File: config.mk
export PLATFORM = sky130hd
export DESIGN_NAME = debounce_multi
export DESIGN_NICKNAME = d
export VERILOG_FILES = /design/src/rtl/debounce_multi.sv
export SDC_FILE = /design/constraint.sdc
export NUM_CORES = 1
export LEC_CHECK = 0
export BUFFER_PORTS_ARGS = -buffer_cell sky130_fd_sc_hd__buf_2
export CAP_MARGIN = 20
export CORE_UTILIZATION = 54
export CTS_CLUSTER_SIZE = 28
export DETAILED_ROUTE_END_ITERATION = 10
export PLACE_DENSITY = 0.75
export REMOVE_ABC_BUFFERS = 1
export SETUP_SLACK_MARGIN = 0.2
export SLEW_MARGIN = 30
export SYNTH_ARGS = -nofsm -noshare
export SYNTH_HDL_FRONTEND = slang
export SYNTH_SLANG_ARGS = --single-unit
File: constraint.sdc
create_clock -name clk -period 3.2 [get_ports clk]
set_clock_uncertainty 0.2 [all_clocks]
set_input_delay 0.96 -clock clk [delete_from_list [all_inputs] [get_ports clk]]
set_output_delay 0.96 -clock clk [all_outputs]
set_load 0.1 [all_outputs]
File: src/rtl/debounce_multi.sv
// N-channel debouncer: input synchroniser, stability counter, rise/fall strobes.
// Define DEBOUNCE_HOLD_EN to build the per-channel long-press detector.
module debounce_multi #(
    parameter int unsigned N_CH        = 4,
    parameter int unsigned CNT_W       = 16,
    parameter int unsigned COUNT_MAX   = 5000,
    parameter int unsigned SYNC_STAGES = 2,
    parameter int unsigned HOLD_MAX    = 50000
) (
    input  logic            clk,
    input  logic            rst,
    input  logic [N_CH-1:0] in_raw,
    output logic [N_CH-1:0] db_out,
    output logic [N_CH-1:0] rise_pulse,
    output logic [N_CH-1:0] fall_pulse,
    output logic [N_CH-1:0] hold_pulse,
    output logic [N_CH-1:0] hold_active
);

    localparam logic [CNT_W-1:0] CNT_LAST = CNT_W'(COUNT_MAX - 1);
    localparam logic [CNT_W-1:0] CNT_ONE  = CNT_W'(1);

    // Elaboration-time guard against parameter sets the counters cannot represent.
    if ((N_CH < 1) || (COUNT_MAX < 1) || (SYNC_STAGES < 2) || (HOLD_MAX < 1) ||
        (64'(COUNT_MAX) > ((64'(1) << CNT_W) - 64'(1))) ||
        (64'(HOLD_MAX) > ((64'(1) << CNT_W) - 64'(1)))) begin : g_bad_cfg
        $error("debounce_multi: illegal parameter set");
    end

    logic [SYNC_STAGES-1:0][N_CH-1:0]  sync_q, sync_d;
    logic [N_CH-1:0][CNT_W-1:0]        cnt_q, cnt_d;
    logic [N_CH-1:0]                   db_q, db_d;
    logic [N_CH-1:0]                   rise_q, rise_d;
    logic [N_CH-1:0]                   fall_q, fall_d;
    logic [N_CH-1:0]                   sync_last;

    // Synchroniser chain: stage 0 samples the raw pins, last stage feeds the counters.
    always_comb begin
        sync_d    = sync_q;
        sync_d[0] = in_raw;
        for (int s = 1; s < int'(SYNC_STAGES); s++) begin
            sync_d[s] = sync_q[s-1];
        end
    end

    assign sync_last = sync_q[SYNC_STAGES-1];

    // Stability counter per channel; any agreement with the current level restarts it.
    always_comb begin
        cnt_d  = cnt_q;
        db_d   = db_q;
        rise_d = '0;
        fall_d = '0;
        for (int i = 0; i < int'(N_CH); i++) begin
            if (sync_last[i] == db_q[i]) begin
                cnt_d[i] = '0;
            end else if (cnt_q[i] == CNT_LAST) begin
                cnt_d[i]  = '0;
                db_d[i]   = sync_last[i];
                rise_d[i] = sync_last[i];
                fall_d[i] = ~sync_last[i];
            end else begin
                cnt_d[i] = cnt_q[i] + CNT_ONE;
            end
        end
    end

    always_ff @(posedge clk or posedge rst) begin
        if (rst) begin
            sync_q <= '0;
            cnt_q  <= '0;
            db_q   <= '0;
            rise_q <= '0;
            fall_q <= '0;
        end else begin
            sync_q <= sync_d;
            cnt_q  <= cnt_d;
            db_q   <= db_d;
            rise_q <= rise_d;
            fall_q <= fall_d;
        end
    end

    assign db_out     = db_q;
    assign rise_pulse = rise_q;
    assign fall_pulse = fall_q;

`ifdef DEBOUNCE_HOLD_EN
    localparam logic [CNT_W-1:0] HOLD_LAST = CNT_W'(HOLD_MAX);
    localparam logic [CNT_W-1:0] HOLD_PRE  = CNT_W'(HOLD_MAX - 1);

    logic [N_CH-1:0][CNT_W-1:0] hold_cnt_q, hold_cnt_d;
    logic [N_CH-1:0]            hold_pulse_q, hold_pulse_d;
    logic [N_CH-1:0]            hold_act_q, hold_act_d;

    // Hold counter runs while the debounced level is high; a falling edge wins over detection.
    always_comb begin
        hold_cnt_d   = hold_cnt_q;
        hold_act_d   = hold_act_q;
        hold_pulse_d = '0;
        for (int i = 0; i < int'(N_CH); i++) begin
            if (!db_q[i] || fall_d[i]) begin
                hold_cnt_d[i] = '0;
                hold_act_d[i] = 1'b0;
            end else if (hold_cnt_q[i] != HOLD_LAST) begin
                hold_cnt_d[i] = hold_cnt_q[i] + CNT_ONE;
                if (hold_cnt_q[i] == HOLD_PRE) begin
                    hold_pulse_d[i] = 1'b1;
                    hold_act_d[i]   = 1'b1;
                end
            end
        end
    end

    always_ff @(posedge clk or posedge rst) begin
        if (rst) begin
            hold_cnt_q   <= '0;
            hold_pulse_q <= '0;
            hold_act_q   <= '0;
        end else begin
            hold_cnt_q   <= hold_cnt_d;
            hold_pulse_q <= hold_pulse_d;
            hold_act_q   <= hold_act_d;
        end
    end

    assign hold_pulse  = hold_pulse_q;
    assign hold_active = hold_act_q;
`else
    assign hold_pulse  = '0;
    assign hold_active = '0;
`endif

endmodule

==> impl_metrics.env, run 1 <==
export IMPL_h_tree_depth=3
export IMPL_cp_start_kind="flip-flop"
export IMPL_drv_cap=0
export IMPL_die_h_microns=86.4
export IMPL_cp_arrival_ps=1230
export IMPL_holdWs_ps=154
export IMPL_die_x_microns=86.4
export IMPL_final_common_cell="dfrtp_1"
export IMPL_drc=0
export IMPL_final_cell_mix="dfrtp_1 (84), nor2_1 (70), xnor2_1 (45)"
export IMPL_clk_pin_slew_ps=80
export IMPL_core_sq_mm=0.00683
export IMPL_dp_slack_ps=991
export IMPL_period_minus_slack_ps=2390
export IMPL_synth_area_leaders="dfrtp_1 (55%), xnor2_1 (10%), nor2_1 (6.8%), xor2_1 (3.0%), nand3_1 (2.6%)"
export IMPL_setup_viol=0
export IMPL_vdd_drop_max_v=0.000259
export IMPL_ys_ff_latch=84
export IMPL_netlist_area_sq_mm=0.00385
export IMPL_synth_ff_type="dfrtp_1"
export IMPL_start_util_pct=56.3
export IMPL_hold_viol=0
export IMPL_yosys_area_top_type_share_pct=54.7
export IMPL_drt_iter0_markers=81
export IMPL_cts_root_buffer="clkbuf_8"
export IMPL_design_area_sq_mm=0.00416
export IMPL_numClockSinks=84
export IMPL_crit_chain="buf_2"
export IMPL_cts_tree="built"
export IMPL_grt_ovfl_total=0
export IMPL_port_buffers=17
export IMPL_clockBufferDepth=2
export IMPL_worst_slack_ps=805
export IMPL_antenna_found_initial=0
export IMPL_fin_nets=395
export IMPL_placed_cell_area_sq_mm=0.00399
export IMPL_yosysWarnings=0
export IMPL_pwr_share_seq_pct=59.2
export IMPL_power_density_mw_per_mm2=444
export IMPL_grt_max_degree=35
export IMPL_cts_hold_buf=0
export IMPL_max_freq_mhz=418
export IMPL_tightest_slew_ps=573
export IMPL_finalMaxSlewViolations=0
export IMPL_cp_top_family="buffers and inverters"
export IMPL_ys_seq_area_share_pct=54.7
export IMPL_slew_headroom_pct=61.8
export IMPL_vias=2565
export IMPL_ant_nets=0
export IMPL_path_class="reg2out"
export IMPL_grt_pass1_wl_microns=11200
export IMPL_synth_async_reset_ratio_pct=100
export IMPL_cts_setup_buffers=0
export IMPL_final_cells=485
export IMPL_slowest_stage="buf_2"
export IMPL_post_route_period_util_pct=74.8
export IMPL_die_area_sq_mm=0.00746
export IMPL_status="complete, no violations"
export IMPL_clockPowerShare_pct=35.1
export IMPL_track_usage_pct=19.3
export IMPL_p_switching_uw=452
export IMPL_antenna_cells=0
export IMPL_rsz0062_at_grt="no"
export IMPL_post_dp_hpwl_microns=4360
export IMPL_via_per_inst=5.29
export IMPL_worst_setup_path_end_kind="output port"
export IMPL_combPwrFrac_pct=5.7
export IMPL_wl_per_cell_microns=13.2
export IMPL_cts_resized=0
export IMPL_placed_cells=470
export IMPL_gp_congestion=0.812
export IMPL_synth_distinct_cells=31
export IMPL_required_ps=2040
export IMPL_grt_pass1_vias=2519
export IMPL_synth_area_leader_cell="dfrtp_1"
export IMPL_finalSetupTns_ps=0
export IMPL_rows=30
export IMPL_drive_gt1_share_pct=12.1
export IMPL_wl_microns=6420
export IMPL_numCtsBuffers=9
export IMPL_leakagePower_uw=0.00178
export IMPL_swShare_pct=24.5
export IMPL_areaGrowthSynthToFinish_pct=8.07
export IMPL_clk_latency_ps=340
export IMPL_synth_cells=360
export IMPL_drt_first_pass_iters=4
export IMPL_cp_num_buf_inv=1
export IMPL_synth_edff_count=0
export IMPL_synth_area_per_cell_sq_um=10.7
export IMPL_slowest_delay_ps=470
export IMPL_crit_fanout=5
export IMPL_p_int_uw=1400
export IMPL_hold_path_class="reg2reg"
export IMPL_num_io_pins=26
==> cell usage after synthesis, types with 2 or more instances <==
cell type,count
nand2_1,17
nand3_1,20
or4bb_1,2
or4_1,6
mux2_4,2
nor3b_1,8
buf_4,8
a21oi_1,2
and3_1,4
nand4_1,11
inv_1,9
nand2_4,2
buf_6,4
nor3_1,13
ha_1,4
xnor2_1,45
nand2_2,2
nor2_1,70
or3_1,5
xor2_1,13
dfrtp_1,84
nor4_1,16
or4_4,5
==> power by group through the flow <==
stage                     sequential, uW  clock [uW]  combinational [uW]
after global routing                1100         719                 118
final                               1090         649                 105
after detailed placement            1110           0                 107
after CTS                           1090         670                 108
after floorplan                     1110           0                87.0
after global placement              1110           0                 105
==> through the flow <==
stage	utilization (%)	power (uW)
after floorplan	-	1200
after global placement	58.4	1220
after detailed placement	58.4	1220
after CTS	60.8	1870
after global routing	60.8	1930
final	60.8	1850
==> cells by family (layout without fill, tap and decap cells) <==
kind of cell | after synthesis | count (layout) | share of synthesized area (%)
XOR/XNOR | 58 | 58 | 13.2
flip-flops | 84 | 84 | 54.7
buffers and inverters | 21 | 43 | 3.61
other | 1 | 8 | 0.0975
AO/OA/AOI/OAI | 4 | 4 | 0.586
multiplexers | 4 | 4 | 1.37
AND/OR/NAND/NOR | 184 | 184 | 25.2
adder cells (fa/ha/maj) | 4 | 4 | 1.30
==> per-layer routing <==
metal	up-vias	share of wire, %	track usage [%]	routed length (microns)
li1	1268	-	-	-
met1	1232	49	26.4	3140
met2	59	45	29.7	2900
met3	6	4.7	4.57	302
met4	0	1.3	7.88	82
met5	-	0	0	0
==> registers in the layout (all words and copies together), names as in the netlist <==
register / flops
sync_last: 4
rise_pulse: 4
db_out: 4
fall_pulse: 4
sync_d: 4
cnt_q: 64
==> area by class of cell <==
type                    instances  area (sq um)
flip-flops and latches         84          2100
well taps                      96           120
inverters                       9          35.0
clock inverters                 4          26.3
fillers                       570          2680
clock buffers                  11           141
repair buffers                 19           100
multi-input cells             262          1630
==> path summary, 6_finish.rpt <==
path	start	end	slack, ps	cells past startpoint
worst max-delay path	db_out[1]	db_out[1]	810	1
worst min-delay path	sync_d[4]	sync_last[0]	150	0
worst max register to register	cnt_q[42]	cnt_q[42]	980	4
worst min register to register	sync_d[4]	sync_last[0]	150	0
max in group asynchronous	rst	cnt_q[3]	1590	3
min in group asynchronous	rst	cnt_q[47]	450	2
Power figures use the tool's default switching activity.
==> inputs of run 2 (changes only) <==
--- a/config.mk
+++ b/config.mk
@@ -7,10 +7,10 @@
 export LEC_CHECK = 0
 export BUFFER_PORTS_ARGS = -buffer_cell sky130_fd_sc_hd__buf_2
 export CAP_MARGIN = 20
-export CORE_UTILIZATION = 54
+export CORE_UTILIZATION = 55
 export CTS_CLUSTER_SIZE = 28
 export DETAILED_ROUTE_END_ITERATION = 10
-export PLACE_DENSITY = 0.75
+export PLACE_DENSITY = 0.74
 export REMOVE_ABC_BUFFERS = 1
 export SETUP_SLACK_MARGIN = 0.2
 export SLEW_MARGIN = 30
==> constraint.sdc (replaced) <==
create_clock -name clk -period 2.5 [get_ports clk]
set_clock_uncertainty 0.2 [all_clocks]
set_input_delay 0.75 -clock clk [delete_from_list [all_inputs] [get_ports clk]]
set_output_delay 0.75 -clock clk [all_outputs]
set_load 0.1 [all_outputs]
==> impl_metrics.env, run 2 (synthesis gave the netlist of run 1 again) <==
export IMPL_power_density_mw_per_mm2=631
export IMPL_numCtsBuffers=9
export IMPL_cp_start_kind="flip-flop"
export IMPL_hold_depth=0
export IMPL_antenna_found_initial=0
export IMPL_drive_gt1_share_pct=12.8
export IMPL_final_cell_mix="dfrtp_1 (84), nor2_1 (70), xnor2_1 (45)"
export IMPL_clk_latency_ps=350
export IMPL_die_x_microns=85.6
export IMPL_finalSetupTns_ps=0
export IMPL_port_buffers=17
export IMPL_min_from="sync_d[5]"
export IMPL_largest_register_ffs=64
export IMPL_die_area_sq_mm=0.00733
export IMPL_drt_iter0_markers=153
export IMPL_clk_pin_slew_ps=90
export IMPL_path_class="reg2reg"
export IMPL_core_sq_mm=0.00676
export IMPL_grt_ovfl_total=0
export IMPL_hold_viol=0
export IMPL_r2r_slack_ps=250
export IMPL_numClockSinks=84
export IMPL_multi_input_area_sq_mm=0.00164
export IMPL_rsz0062_at_grt="no"
export IMPL_finalPower_uw=2660
export IMPL_dr_wl_met2_microns=3020
export IMPL_start_util_pct=56.9
export IMPL_h_tree_depth=3
export IMPL_worst_setup_path_end_kind="flip-flop"
export IMPL_cts_setup_buffers=0
export IMPL_wl_microns=6630
export IMPL_grt_max_degree=47
export IMPL_leakagePower_uw=0.00181
export IMPL_clockBufferDepth=2
export IMPL_period_minus_slack_ps=2250
export IMPL_drt_met1_wl_microns=3320
export IMPL_drt_first_pass_iters=4
export IMPL_hold_path_class="reg2reg"
export IMPL_top_register="cnt_q"
export IMPL_rr_startpoint="cnt_q[48]"
export IMPL_max_freq_mhz=444
export IMPL_cts_hold_buf=0
export IMPL_grt_pass1_vias=2563
export IMPL_antenna_cells=0
export IMPL_cp_arrival_ps=2290
export IMPL_ant_nets=0
export IMPL_placed_cell_area_sq_mm=0.00398
export IMPL_setup_viol=0
export IMPL_required_ps=2540
export IMPL_r2r_end="db_out[3]"
export IMPL_post_dp_hpwl_microns=4270
export IMPL_cts_resized=0
export IMPL_status="complete, no violations"
export IMPL_areaGrowthSynthToFinish_pct=9.76
export IMPL_wl_per_cell_microns=14.1
export IMPL_post_route_period_util_pct=90.1
export IMPL_hold_end="sync_last[1]"
export IMPL_grt_pass1_wl_microns=11800
export IMPL_cts_tree="built"
export IMPL_num_io_pins=26
export IMPL_fin_nets=395
export IMPL_ff_latch_area_sq_mm=0.00210
export IMPL_slew_headroom_pct=65.0
export IMPL_via_per_inst=5.45
export IMPL_dr_wl_met3_microns=175
export IMPL_design_area_sq_mm=0.00422
export IMPL_rows=30
export IMPL_tightest_slew_ps=525
export IMPL_dp_slack_ps=286
export IMPL_fill_cells=561
export IMPL_top_layer="met4"
export IMPL_vias=2563
export IMPL_drv_cap=0
export IMPL_finalMaxSlewViolations=0
export IMPL_final_common_cell="dfrtp_1"
export IMPL_worst_slack_ps=248
export IMPL_cts_root_buffer="clkbuf_8"
export IMPL_die_h_microns=85.6
export IMPL_track_usage_pct=20.7
export IMPL_reg2regPathDepth=4
export IMPL_drc=0
export IMPL_crit_fanout=5
export IMPL_vdd_drop_max_v=0.000412
export IMPL_gp_congestion=0.854
## run 2: cell count changes in the layout (fill, tap and decap cells not counted), sizes merged
cell and change:
inv +1, bufinv +2, clkbuf +1, clkinvlp -1, clkinv -2
## run 2: how the worst max path moves through the flow
stage,slack [ps],cells past startpoint,startpoint,endpoint
floorplan,-620,1,rst,cnt_q[0]
global placement,300,4,cnt_q[48],db_out[3]
detailed placement,290,4,cnt_q[16],db_out[1]
CTS,250,4,cnt_q[48],db_out[3]
global route,200,4,cnt_q[48],db_out[3]
finish,250,4,cnt_q[48],db_out[3]
## run 2: per-layer routing
layer,vias to the layer above,global-route usage [%]
li1,1265,-
met1,1249,28.5
met2,39,31.9
met3,10,4.04
met4,0,9.39
met5,-,0
## run 2: critical path, stage by stage (launching register included)
cell     delay (ps)
dfrtp_1         390
ha_2            230
or4bb_1         420
or4_4           590
mux2_4          320
## run 2: area by class of cell
cell class              instances  area share, %
clock buffers                  12           3.68
clock inverters                 4           1.90
inverters                       9          0.830
multi-input cells             262           38.8
flip-flops and latches         84           49.8
well taps                      80           2.37
repair buffers                 19           2.67
## run 2: per-stage QoR
stage / instances / util [%] / hold WS (ps)
final: 470 / 62.5 / 152
after global routing: 470 / 62.5 / 170
after CTS: 470 / 62.4 / 153
after detailed placement: 454 / 58.9 / 135
after global placement: 454 / 58.9 / 134
after floorplan: 355 / - / 131
## run 2: power by group
group / total [uW] / switching (uW) / internal (uW)
registers: 1400 / 20.8 / 1380
logic: 138 / 111 / 27.7
clock network: 1120 / 496 / 627
